--- src/rtl/snake_pkg.sv ---
// -----------------------------------------------------------------------------
// snake_pkg
// Shared direction definitions for the snake direction input stage.
//   - DIR_UP / DIR_DOWN / DIR_LEFT / DIR_RIGHT : 2-bit direction codes
//   - dir_reverse() : opposite direction (codes are paired so the low bit flips)
//   - dir_onehot()  : 4-bit one-hot decode, bit index equals the direction code
//                     (bit0=up, bit1=down, bit2=left, bit3=right)
// -----------------------------------------------------------------------------
package snake_pkg;

    typedef logic [1:0] dir_t;

    localparam dir_t DIR_UP    = 2'd0;
    localparam dir_t DIR_DOWN  = 2'd1;
    localparam dir_t DIR_LEFT  = 2'd2;
    localparam dir_t DIR_RIGHT = 2'd3;

    // UP/DOWN and LEFT/RIGHT differ only in bit 0, so flipping it reverses.
    function automatic dir_t dir_reverse(input dir_t d);
        return d ^ 2'b01;
    endfunction

    function automatic logic [3:0] dir_onehot(input dir_t d);
        logic [3:0] oh;
        case (d)
            DIR_UP:    oh = 4'b0001;
            DIR_DOWN:  oh = 4'b0010;
            DIR_LEFT:  oh = 4'b0100;
            DIR_RIGHT: oh = 4'b1000;
            default:   oh = 4'b1000;
        endcase
        return oh;
    endfunction

endpackage

--- src/rtl/btn_debounce.sv ---
// -----------------------------------------------------------------------------
// btn_debounce
// Conditions one raw push-button: two-flop synchroniser, consecutive-mismatch
// debounce counter, stable level, and a registered one-cycle press pulse on
// each rising edge of the stable level. Releases produce no pulse.
//
// Ports:
//   clk    : system clock
//   reset  : asynchronous active-low reset
//   btn    : raw active-high button, asynchronous to clk
//   press  : one-cycle pulse, one cycle after the stable level rises
// -----------------------------------------------------------------------------
module btn_debounce #(
    parameter int DEBOUNCE_CYCLES = 1000000,
    parameter int CNT_W           = 20
) (
    input  logic clk,
    input  logic reset,
    input  logic btn,
    output logic press
);

    // Terminal count: the stable level flips on the DEBOUNCE_CYCLES-th
    // consecutive mismatched cycle.
    localparam logic [CNT_W-1:0] CNT_LAST = CNT_W'(DEBOUNCE_CYCLES - 1);

    logic             s1_r;
    logic             s2_r;
    logic             stable_r;
    logic             stable_d_r;
    logic             press_r;
    logic [CNT_W-1:0] cnt_r;

    // Two-flop synchroniser for the asynchronous button input.
    always_ff @(posedge clk or negedge reset) begin
        if (!reset) begin
            s1_r <= 1'b0;
            s2_r <= 1'b0;
        end else begin
            s1_r <= btn;
            s2_r <= s1_r;
        end
    end

    // Debounce: count consecutive cycles that disagree with the stable level;
    // any agreeing cycle restarts the count, so bounce never qualifies.
    always_ff @(posedge clk or negedge reset) begin
        if (!reset) begin
            stable_r <= 1'b0;
            cnt_r    <= {CNT_W{1'b0}};
        end else begin
            if (s2_r != stable_r) begin
                if (cnt_r == CNT_LAST) begin
                    stable_r <= s2_r;
                    cnt_r    <= {CNT_W{1'b0}};
                end else begin
                    stable_r <= stable_r;
                    cnt_r    <= cnt_r + CNT_W'(1);
                end
            end else begin
                stable_r <= stable_r;
                cnt_r    <= {CNT_W{1'b0}};
            end
        end
    end

    // Rising-edge detect of the stable level, registered into a press pulse.
    always_ff @(posedge clk or negedge reset) begin
        if (!reset) begin
            stable_d_r <= 1'b0;
            press_r    <= 1'b0;
        end else begin
            stable_d_r <= stable_r;
            press_r    <= stable_r & ~stable_d_r;
        end
    end

    assign press = press_r;

endmodule

--- src/rtl/snake_dir_input.sv ---
// -----------------------------------------------------------------------------
// snake_dir_input
// Turns four raw direction buttons into the committed snake heading.
// Each button is synchronised, debounced and edge-detected; the highest
// priority press (UP > DOWN > LEFT > RIGHT) becomes the pending turn if it is
// neither the current heading nor its reverse. The pending turn is committed
// on move_tick.
//
// Ports:
//   clk          : system clock (shared with the graphics/game logic)
//   reset        : asynchronous active-low reset
//   btn_up/down/left/right : raw active-high buttons
//   move_tick    : one-cycle pulse marking a snake step
//   dir          : committed direction code (UP=0, DOWN=1, LEFT=2, RIGHT=3)
//   up/down/left/right : registered one-hot decode of dir
//   dir_changed  : one-cycle pulse when a commit changed dir
// -----------------------------------------------------------------------------
module snake_dir_input
    import snake_pkg::*;
#(
    parameter int         DEBOUNCE_CYCLES = 1000000,
    parameter int         CNT_W           = 20,
    parameter logic [1:0] RESET_DIR       = 2'd3
) (
    input  logic       clk,
    input  logic       reset,
    input  logic       btn_up,
    input  logic       btn_down,
    input  logic       btn_left,
    input  logic       btn_right,
    input  logic       move_tick,
    output logic [1:0] dir,
    output logic       up,
    output logic       down,
    output logic       left,
    output logic       right,
    output logic       dir_changed
);

    // Bit index of each vector equals the direction code.
    logic [3:0] btn_raw_s;
    logic [3:0] press_s;

    logic       req_valid_s;
    dir_t       req_dir_s;
    dir_t       commit_nxt_s;
    logic       accept_s;
    dir_t       pending_nxt_s;

    dir_t       committed_r;
    dir_t       pending_r;
    logic [3:0] onehot_r;
    logic       dir_changed_r;

    assign btn_raw_s = {btn_right, btn_left, btn_down, btn_up};

    for (genvar g = 0; g < 4; g++) begin : g_btn
        btn_debounce #(
            .DEBOUNCE_CYCLES (DEBOUNCE_CYCLES),
            .CNT_W           (CNT_W)
        ) u_btn_debounce (
            .clk   (clk),
            .reset (reset),
            .btn   (btn_raw_s[g]),
            .press (press_s[g])
        );
    end

    // Fixed-priority pick of one press per cycle; losers are dropped.
    always_comb begin
        req_valid_s = 1'b0;
        req_dir_s   = DIR_UP;
        if (press_s[0]) begin
            req_valid_s = 1'b1;
            req_dir_s   = DIR_UP;
        end else if (press_s[1]) begin
            req_valid_s = 1'b1;
            req_dir_s   = DIR_DOWN;
        end else if (press_s[2]) begin
            req_valid_s = 1'b1;
            req_dir_s   = DIR_LEFT;
        end else if (press_s[3]) begin
            req_valid_s = 1'b1;
            req_dir_s   = DIR_RIGHT;
        end else begin
            req_valid_s = 1'b0;
            req_dir_s   = DIR_UP;
        end
    end

    // Heading after this cycle's commit; requests are judged against it,
    // never against pending, so two quick turns cannot add up to a reversal.
    always_comb begin
        commit_nxt_s = committed_r;
        if (move_tick) begin
            commit_nxt_s = pending_r;
        end else begin
            commit_nxt_s = committed_r;
        end
    end

    // Accept a turn only if it is a genuine 90-degree change; last one wins.
    always_comb begin
        accept_s      = req_valid_s
                        && (req_dir_s != commit_nxt_s)
                        && (req_dir_s != dir_reverse(commit_nxt_s));
        pending_nxt_s = pending_r;
        if (accept_s) begin
            pending_nxt_s = req_dir_s;
        end else begin
            pending_nxt_s = pending_r;
        end
    end

    // Pending/committed heading registers and registered output decode.
    always_ff @(posedge clk or negedge reset) begin
        if (!reset) begin
            committed_r   <= RESET_DIR;
            pending_r     <= RESET_DIR;
            onehot_r      <= dir_onehot(RESET_DIR);
            dir_changed_r <= 1'b0;
        end else begin
            committed_r   <= commit_nxt_s;
            pending_r     <= pending_nxt_s;
            onehot_r      <= dir_onehot(commit_nxt_s);
            dir_changed_r <= move_tick && (pending_r != committed_r);
        end
    end

    assign dir         = committed_r;
    assign up          = onehot_r[0];
    assign down        = onehot_r[1];
    assign left        = onehot_r[2];
    assign right       = onehot_r[3];
    assign dir_changed = dir_changed_r;

endmodule

--- config.mk ---
export PLATFORM = sky130hd
export DESIGN_NAME = snake_dir_input
export DESIGN_NICKNAME = d
export VERILOG_FILES = /design/src/rtl/snake_pkg.sv /design/src/rtl/btn_debounce.sv /design/src/rtl/snake_dir_input.sv
export SDC_FILE = /design/constraint.sdc
export NUM_CORES = 1
export LEC_CHECK = 0
export ABC_CLOCK_PERIOD_IN_PS = 3200
export BUFFER_PORTS_ARGS = -buffer_cell sky130_fd_sc_hd__buf_4
export CAP_MARGIN = 20
export CELL_PAD_IN_SITES_DETAIL_PLACEMENT = 1
export CELL_PAD_IN_SITES_GLOBAL_PLACEMENT = 1
export CORE_ASPECT_RATIO = 0.7
export CORE_MARGIN = 3
export CORE_UTILIZATION = 54
export CTS_CLUSTER_DIAMETER = 200
export DETAILED_ROUTE_END_ITERATION = 7
export PLACE_DENSITY = 0.9
export SLEW_MARGIN = 10
export SYNTH_ARGS = -nofsm -noshare
export SYNTH_HDL_FRONTEND = slang
export SYNTH_HIERARCHICAL = 1
export SYNTH_SLANG_ARGS = --single-unit
--- constraint.sdc ---
create_clock -name clk -period 3.2 [get_ports clk]
set_input_delay 0.32 -clock clk [delete_from_list [all_inputs] [get_ports clk]]
set_output_delay 0.32 -clock clk [all_outputs]
set_load 0.05 [all_outputs]
# --- After elaboration in Yosys (flattened, before gate mapping) ---
# Index checks and enable logic that the tools add are counted.
# W data, S select, Z words.
totals:
  regBits: 109
  latch_bits: 0
  ramBits: 0
  rom_bits: 0
  in_bits: 7
  out_inout_bits: 7
  word_cells: 81
  n_memories: 0
op_classes:
  addsub: 4
  n_mul: 0
  n_div: 0
  magnitude_cmp: 0
  n_eq_ne: 14
  n_shift: 0
  mux: 18
  bitwise: 9
  reduce_logical: 8
ops:
  columns: ["operator", "count"]
  rows:
  - ["$mux W20", 8]
  - ["$add A20 B1 Y20 const B", 4]
  - ["$eq A20 B20 Y1 const B", 4]
  - ["$pmux W4 S4", 1]
  - ["$mux W2", 5]
  - ["$reduce_and A2 Y1", 4]
  - ["$ne A2 B2 Y1", 3]
  - ["$not A1 Y1", 5]
  - ["$and A1 B1 Y1", 4]
  - ["$eq A2 B2 Y1 const B", 2]
  - ["$mux W1", 4]
  - ["$ne A1 B1 Y1", 4]
  - ["$logic_and A1 B1 Y1", 3]
  - ["$eq A2 B1 Y1 const B", 1]
  - ["$logic_not A2 Y1", 1]

# --- Logic depth before layout (Yosys ltp) ---
logic_depth:
  ltp_word: 7
  mapped_depth: 6

# --- By module ---
# The synthesis kept the hierarchy.
modules_own_cells:
  columns: ["mod", "instances", "cells_each", "area_each_um2", "seq_area_each_um2"]
  rows:
  - ["btn_debounce", 4, 109, 1171.1, 625.6]
  - ["snake_dir_input", 1, 29, 362.8, 231.5]

# --- Worst setup path before layout ---
# OpenSTA, ideal clock, no wires.
synth_path:
  path_type: "reg2reg"
  start: "reg g_btn[0].u_btn_debounce.cnt_r[0]"
  end: "reg g_btn[0].u_btn_debounce.cnt_r[18]"
  setup_time_ns: 0.078
  arrival_ns: 1.706
  t_required_ns: 3.122
  path_slack_ns: 1.416
  stages_incl_launch_ff: 7
  path_buffers: 1
  synth_period_minus_slack_ns: 1.784
  path_cell_list: "dfrtp_1 ha_1 nand2_1 or3_1 buf_2 or4_1 a21oi_1"
synth_via:
  elab_chain_len: 3
synth_lines:
  columns: ["item", "line_no", "text"]
  rows:
  - ["start: declaration", "btn_debounce.sv:32", "logic [CNT_W-1:0] cnt_r;"]
  - ["start signal: assignment", "btn_debounce.sv:50", "cnt_r <= {CNT_W{1'b0}};"]
  - ["start signal: assignment", "btn_debounce.sv:55", "cnt_r <= {CNT_W{1'b0}};"]
  - ["start signal: assignment", "btn_debounce.sv:58", "cnt_r <= cnt_r + CNT_W'(1);"]
  - ["$add A20 B1 Y20 / $eq A20 B20 Y1 (equally long branches)", "btn_debounce.sv:58, btn_debounce.sv:53", null]
  - ["$mux W20 (*)", "btn_debounce.sv:53", "if (cnt_r == CNT_LAST) begin"]
  - ["$mux W20 (*)", "btn_debounce.sv:52", "if (s2_r != stable_r) begin"]
# Every way passes the cells marked *; elsewhere a longest branch is shown, timed or not.
# A chain may end at the register's enable or synchronous reset.

# --- Final worst setup path ---
layout_path:
  start: "reg g_btn[0].u_btn_debounce.cnt_r[11]"
  end: "reg g_btn[0].u_btn_debounce.cnt_r[3]"
layout_via:
  elab_chain_len: 3
layout_lines:
  columns: ["item", "line_no"]
  rows:
  - ["$eq A20 B20 Y1", "btn_debounce.sv:53"]
  - ["$mux W20", "btn_debounce.sv:53"]
  - ["$mux W20", "btn_debounce.sv:52"]
# No other way between the ends.

==> results by group <==
Place
  • Number of I/O port buffers: 13
  • Pre-CTS setup slack: 0.951 ns
  • Placed cell areas: 5260 um2
  • DP Wirelength: 7.63 mm
  • RePlAce Congestion: 0.836
  • Dpl cells: 587

Floorplan
  • Core area: 8760 um2
  • Die area: 10,600 um2
  • Die span in y: 86.9 um
  • DIE WIDTH: 122 um
  • Initial Util: 57.6%
  • Rows: 28
  • I/O pins: 14

Synth
  • Unique masters post-synth: 33
  • #FFs+latches synth: 109
  • Mux contribution to synthesized area: 1.36%
  • Async S/R FF share, synth: 100%
  • Mean Syn Cell Area: 10.9 um2
  • Compound-Gate Fraction of Synth Area: 8.38%
  • Synth Area in Simple Gates: 24.3%
  • EDFF count, synth: 0
  • Area leader, netlist: dfrtp_1
  • Register area share after synthesis: 54.2%
  • Post-Synth Adder-Cell Area: 0.992%
  • Synth Net Count: 476
  • Largest family of logic cells by synthesized area: simple AND/OR/NAND/NOR gates
  • Ys flop type: dfrtp_1
  • Yosys warns: 6
  • Synth Area in XOR/XNOR: 9.37%
  • Dominant cells by area after synthesis: dfrtp_1, xor2_1, nor2_1
  • Top cell type's share of synthesized area: 51.6%
  • Mapped Area: 5050 um2
  • Most common cell in the netlist: dfrtp_1
  • Top cells by count, synth: dfrtp_1, nor2_1, nand2_1, xor2_1, nand3_1
  • Cell count after synthesis: 465

Status
  • Status: finished with violations
  • Failing checks: negative hold slack

Final layout
  • Layout cells sized above 1: 10.4%
  • Final core occ: 63.7%
  • Post-Layout Cell Count: 603
  • Antenna diode instance count: 0
  • Area delta synth->final: 10.6%
  • Filler cell count: 953
  • Final instance area: 5580 um2
  • Final net count: 489

Power
  • Comb power frac: 3.1%
  • Leak: 2.39 nW
  • Pint: 2.12 mW
  • PD cells: 486 nW/um2
  • Switching power total: 0.597 mW
  • Net Sw Frac: 22.0%
  • Clk pwr share: 45.0%
  • Total power: 2.71 mW
  • Reg power frac: 52.0%
  • Max VDD drop: 0.000316 V

Hold path
  • Worst Hold Class: primary input to async pin

Global routing
  • Vias in the first global route: 3,927
  • Pin count of the biggest net entering global routing: 60
  • Congestion Overflow GR: 0
  • First-pass GRT wire length: 19.8 mm
  • Total GRT Usage: 23.6%
  • Initial antenna violation count: 0

Flow run
  • Max-Cap Viols: 0

Setup path
  • Critical path class: flop to flop
  • Slowest CP cell: o41ai_4
  • Worst path required time: 3.38 ns
  • Critical path capture point type: flop
  • CP cell instances: nor4_1, nand2_1, o41ai_4, nor2_1
  • Worst reg2reg startpoint: g_btn[0].u_btn_debounce/cnt_r[11]
  • Crit start category: flop
  • Cells on worst reg2reg path: 4
  • Reg2reg end: g_btn[0].u_btn_debounce/cnt_r[3]
  • Largest stage delay on the critical path: 0.96 ns
  • Setup slack, reg-to-reg: 0.94 ns
  • CP Data Arrival Time: 2.44 ns
  • Critical path fanouts, max: 19

Clocking
  • CTS resizes: 0
  • Clock insertion delay at the later pin of the skew report: 0.35 ns
  • CTS tree: yes
  • Worst-path clk slew: 0.08 ns
  • Inserted Clock Buffers: 9
  • Setup Fix Bufs, Post-CTS: 0
  • H-tree Lvls: 3
  • Number of clock sinks: 109
  • Root buffer cell: clkbuf_16
  • Hold_buf cts: 0
  • Bufs on Longest Clock Path: 2

STA
  • Final period util: 70.8%
  • Final setup viols: 0
  • Fin Hold WS: -0.0105 ns
  • Tmin final: 2.26 ns
  • Worst setup margin: 0.935 ns
  • Skew final: 0.00710 ns
  • Max-slew violation count: 0
  • Fin Setup TNS: 0 ns
  • F_max: 0.442 GHz
  • RSZ-0062 raised after global routing: no
  • Slew headroom: 27.4%
  • Worst-Margin Slew: 1.09 ns
  • Final Hold Vio Count: 4

Detailed routing
  • Met1 WL: 5.32 mm
  • Met2 wire length: 5.59 mm
  • # DRC: 0
  • DRT Wirelength: 11.4 mm
  • Drt initial violations: 229
  • Max Used Layer: met4
  • WL/cell: 18.9 um
  • Post-route ant nets: 0
  • Pre-Repair DR Iteration Count: 4
  • Vias/cell: 6.12
  • Met3 wire len: 328 um
  • Routed vias: 3,688
## sequential cells by signal, summed over array words and instances, names as in the netlist
signal / flops
g_btn.u_btn_debounce/s2_r: 4
dir_changed: 1
dir: 2
g_btn.u_btn_debounce/stable_d_r: 4
g_btn.u_btn_debounce/cnt_r: 80
onehot_r: 4
pending_r: 2
g_btn.u_btn_debounce/s1_r: 4
g_btn.u_btn_debounce/stable_r: 4
g_btn.u_btn_debounce/press: 4
## worst max-delay path by stage
stage	startpoint	end	slack, ns
floorplan	g_btn[0].u_btn_debounce/cnt_r[0]	g_btn[0].u_btn_debounce/cnt_r[18]	1.42
detailed placement	g_btn[3].u_btn_debounce/cnt_r[12]	g_btn[3].u_btn_debounce/cnt_r[5]	0.95
global placement	g_btn[1].u_btn_debounce/cnt_r[11]	g_btn[1].u_btn_debounce/cnt_r[7]	1.13
global route	g_btn[3].u_btn_debounce/cnt_r[12]	g_btn[3].u_btn_debounce/cnt_r[5]	0.80
finish	g_btn[0].u_btn_debounce/cnt_r[11]	g_btn[0].u_btn_debounce/cnt_r[3]	0.94
CTS	g_btn[3].u_btn_debounce/cnt_r[12]	g_btn[3].u_btn_debounce/cnt_r[13]	0.96
## per-layer routing
metal | up-vias | GRT usage [%]
li1 | 1704 | -
met1 | 1900 | 31.9
met2 | 68 | 39.3
met3 | 16 | 4.81
met4 | 0 | 6.61
met5 | - | 0
## power by group through the flow
stage | sequential (mW) | clock (mW) | combinational, mW
floorplan | 1.43 | 0 | 0.0378
global placement | 1.43 | 0 | 0.0809
detailed placement | 1.44 | 0 | 0.0842
CTS | 1.41 | 1.25 | 0.0857
global route | 1.41 | 1.31 | 0.0949
finish | 1.41 | 1.22 | 0.0829
## logic make-up after synthesis
family          Yosys count
fa+ha+maj                 4
flops                   109
xor+xnor                 54
compound gates           58
mux                       6
buf+inv                  15
simple gates            219
## placed cells by master, fill, tap and decap left out, drive strengths merged
master	netlist	routed
and3	16	16
nor2b	4	4
buf	12	14
o21ai	16	16
xnor2	22	22
inv	3	6
o21bai	1	1
o41ai	4	4
and4	16	16
nor4b	8	8
a21oi	24	24
clkinv	0	1
a211oi	1	1
clkinvlp	0	1
dfstp	5	5
bufinv	0	2
dfrtp	104	104
or3	20	20
mux2i	2	2
a221oi	1	1
a22o	2	2
nand3	32	32
nand4b	4	4
xor2	32	32
nand4	4	4
ha	4	4
a21boi	1	1
mux2	4	4
nor2	62	62
clkbuf	0	9
o31ai	8	8
nand2	33	33
nor4	8	8
or4	12	12
## area by class of cell
cell class                 instances  area, um2  area share (%)
multi-input combinational        341       2240            40.2
clock buffer                       9        225            4.03
clock inverter                     7        103            1.84
timing repair buffer              14        118            2.11
inverter                           3       11.3           0.202
sequential                       109       2730            49.0
tap                              120        150            2.69
## critical path, delay by kind of cell, from the launching register on
| family | cells | cell delay [ns] |
|---|---|---|
| compound gates | 1 | 0.96 |
| simple gates | 3 | 0.70 |
| flops | 1 | 0.41 |
(Power assumes the default switching activity.)
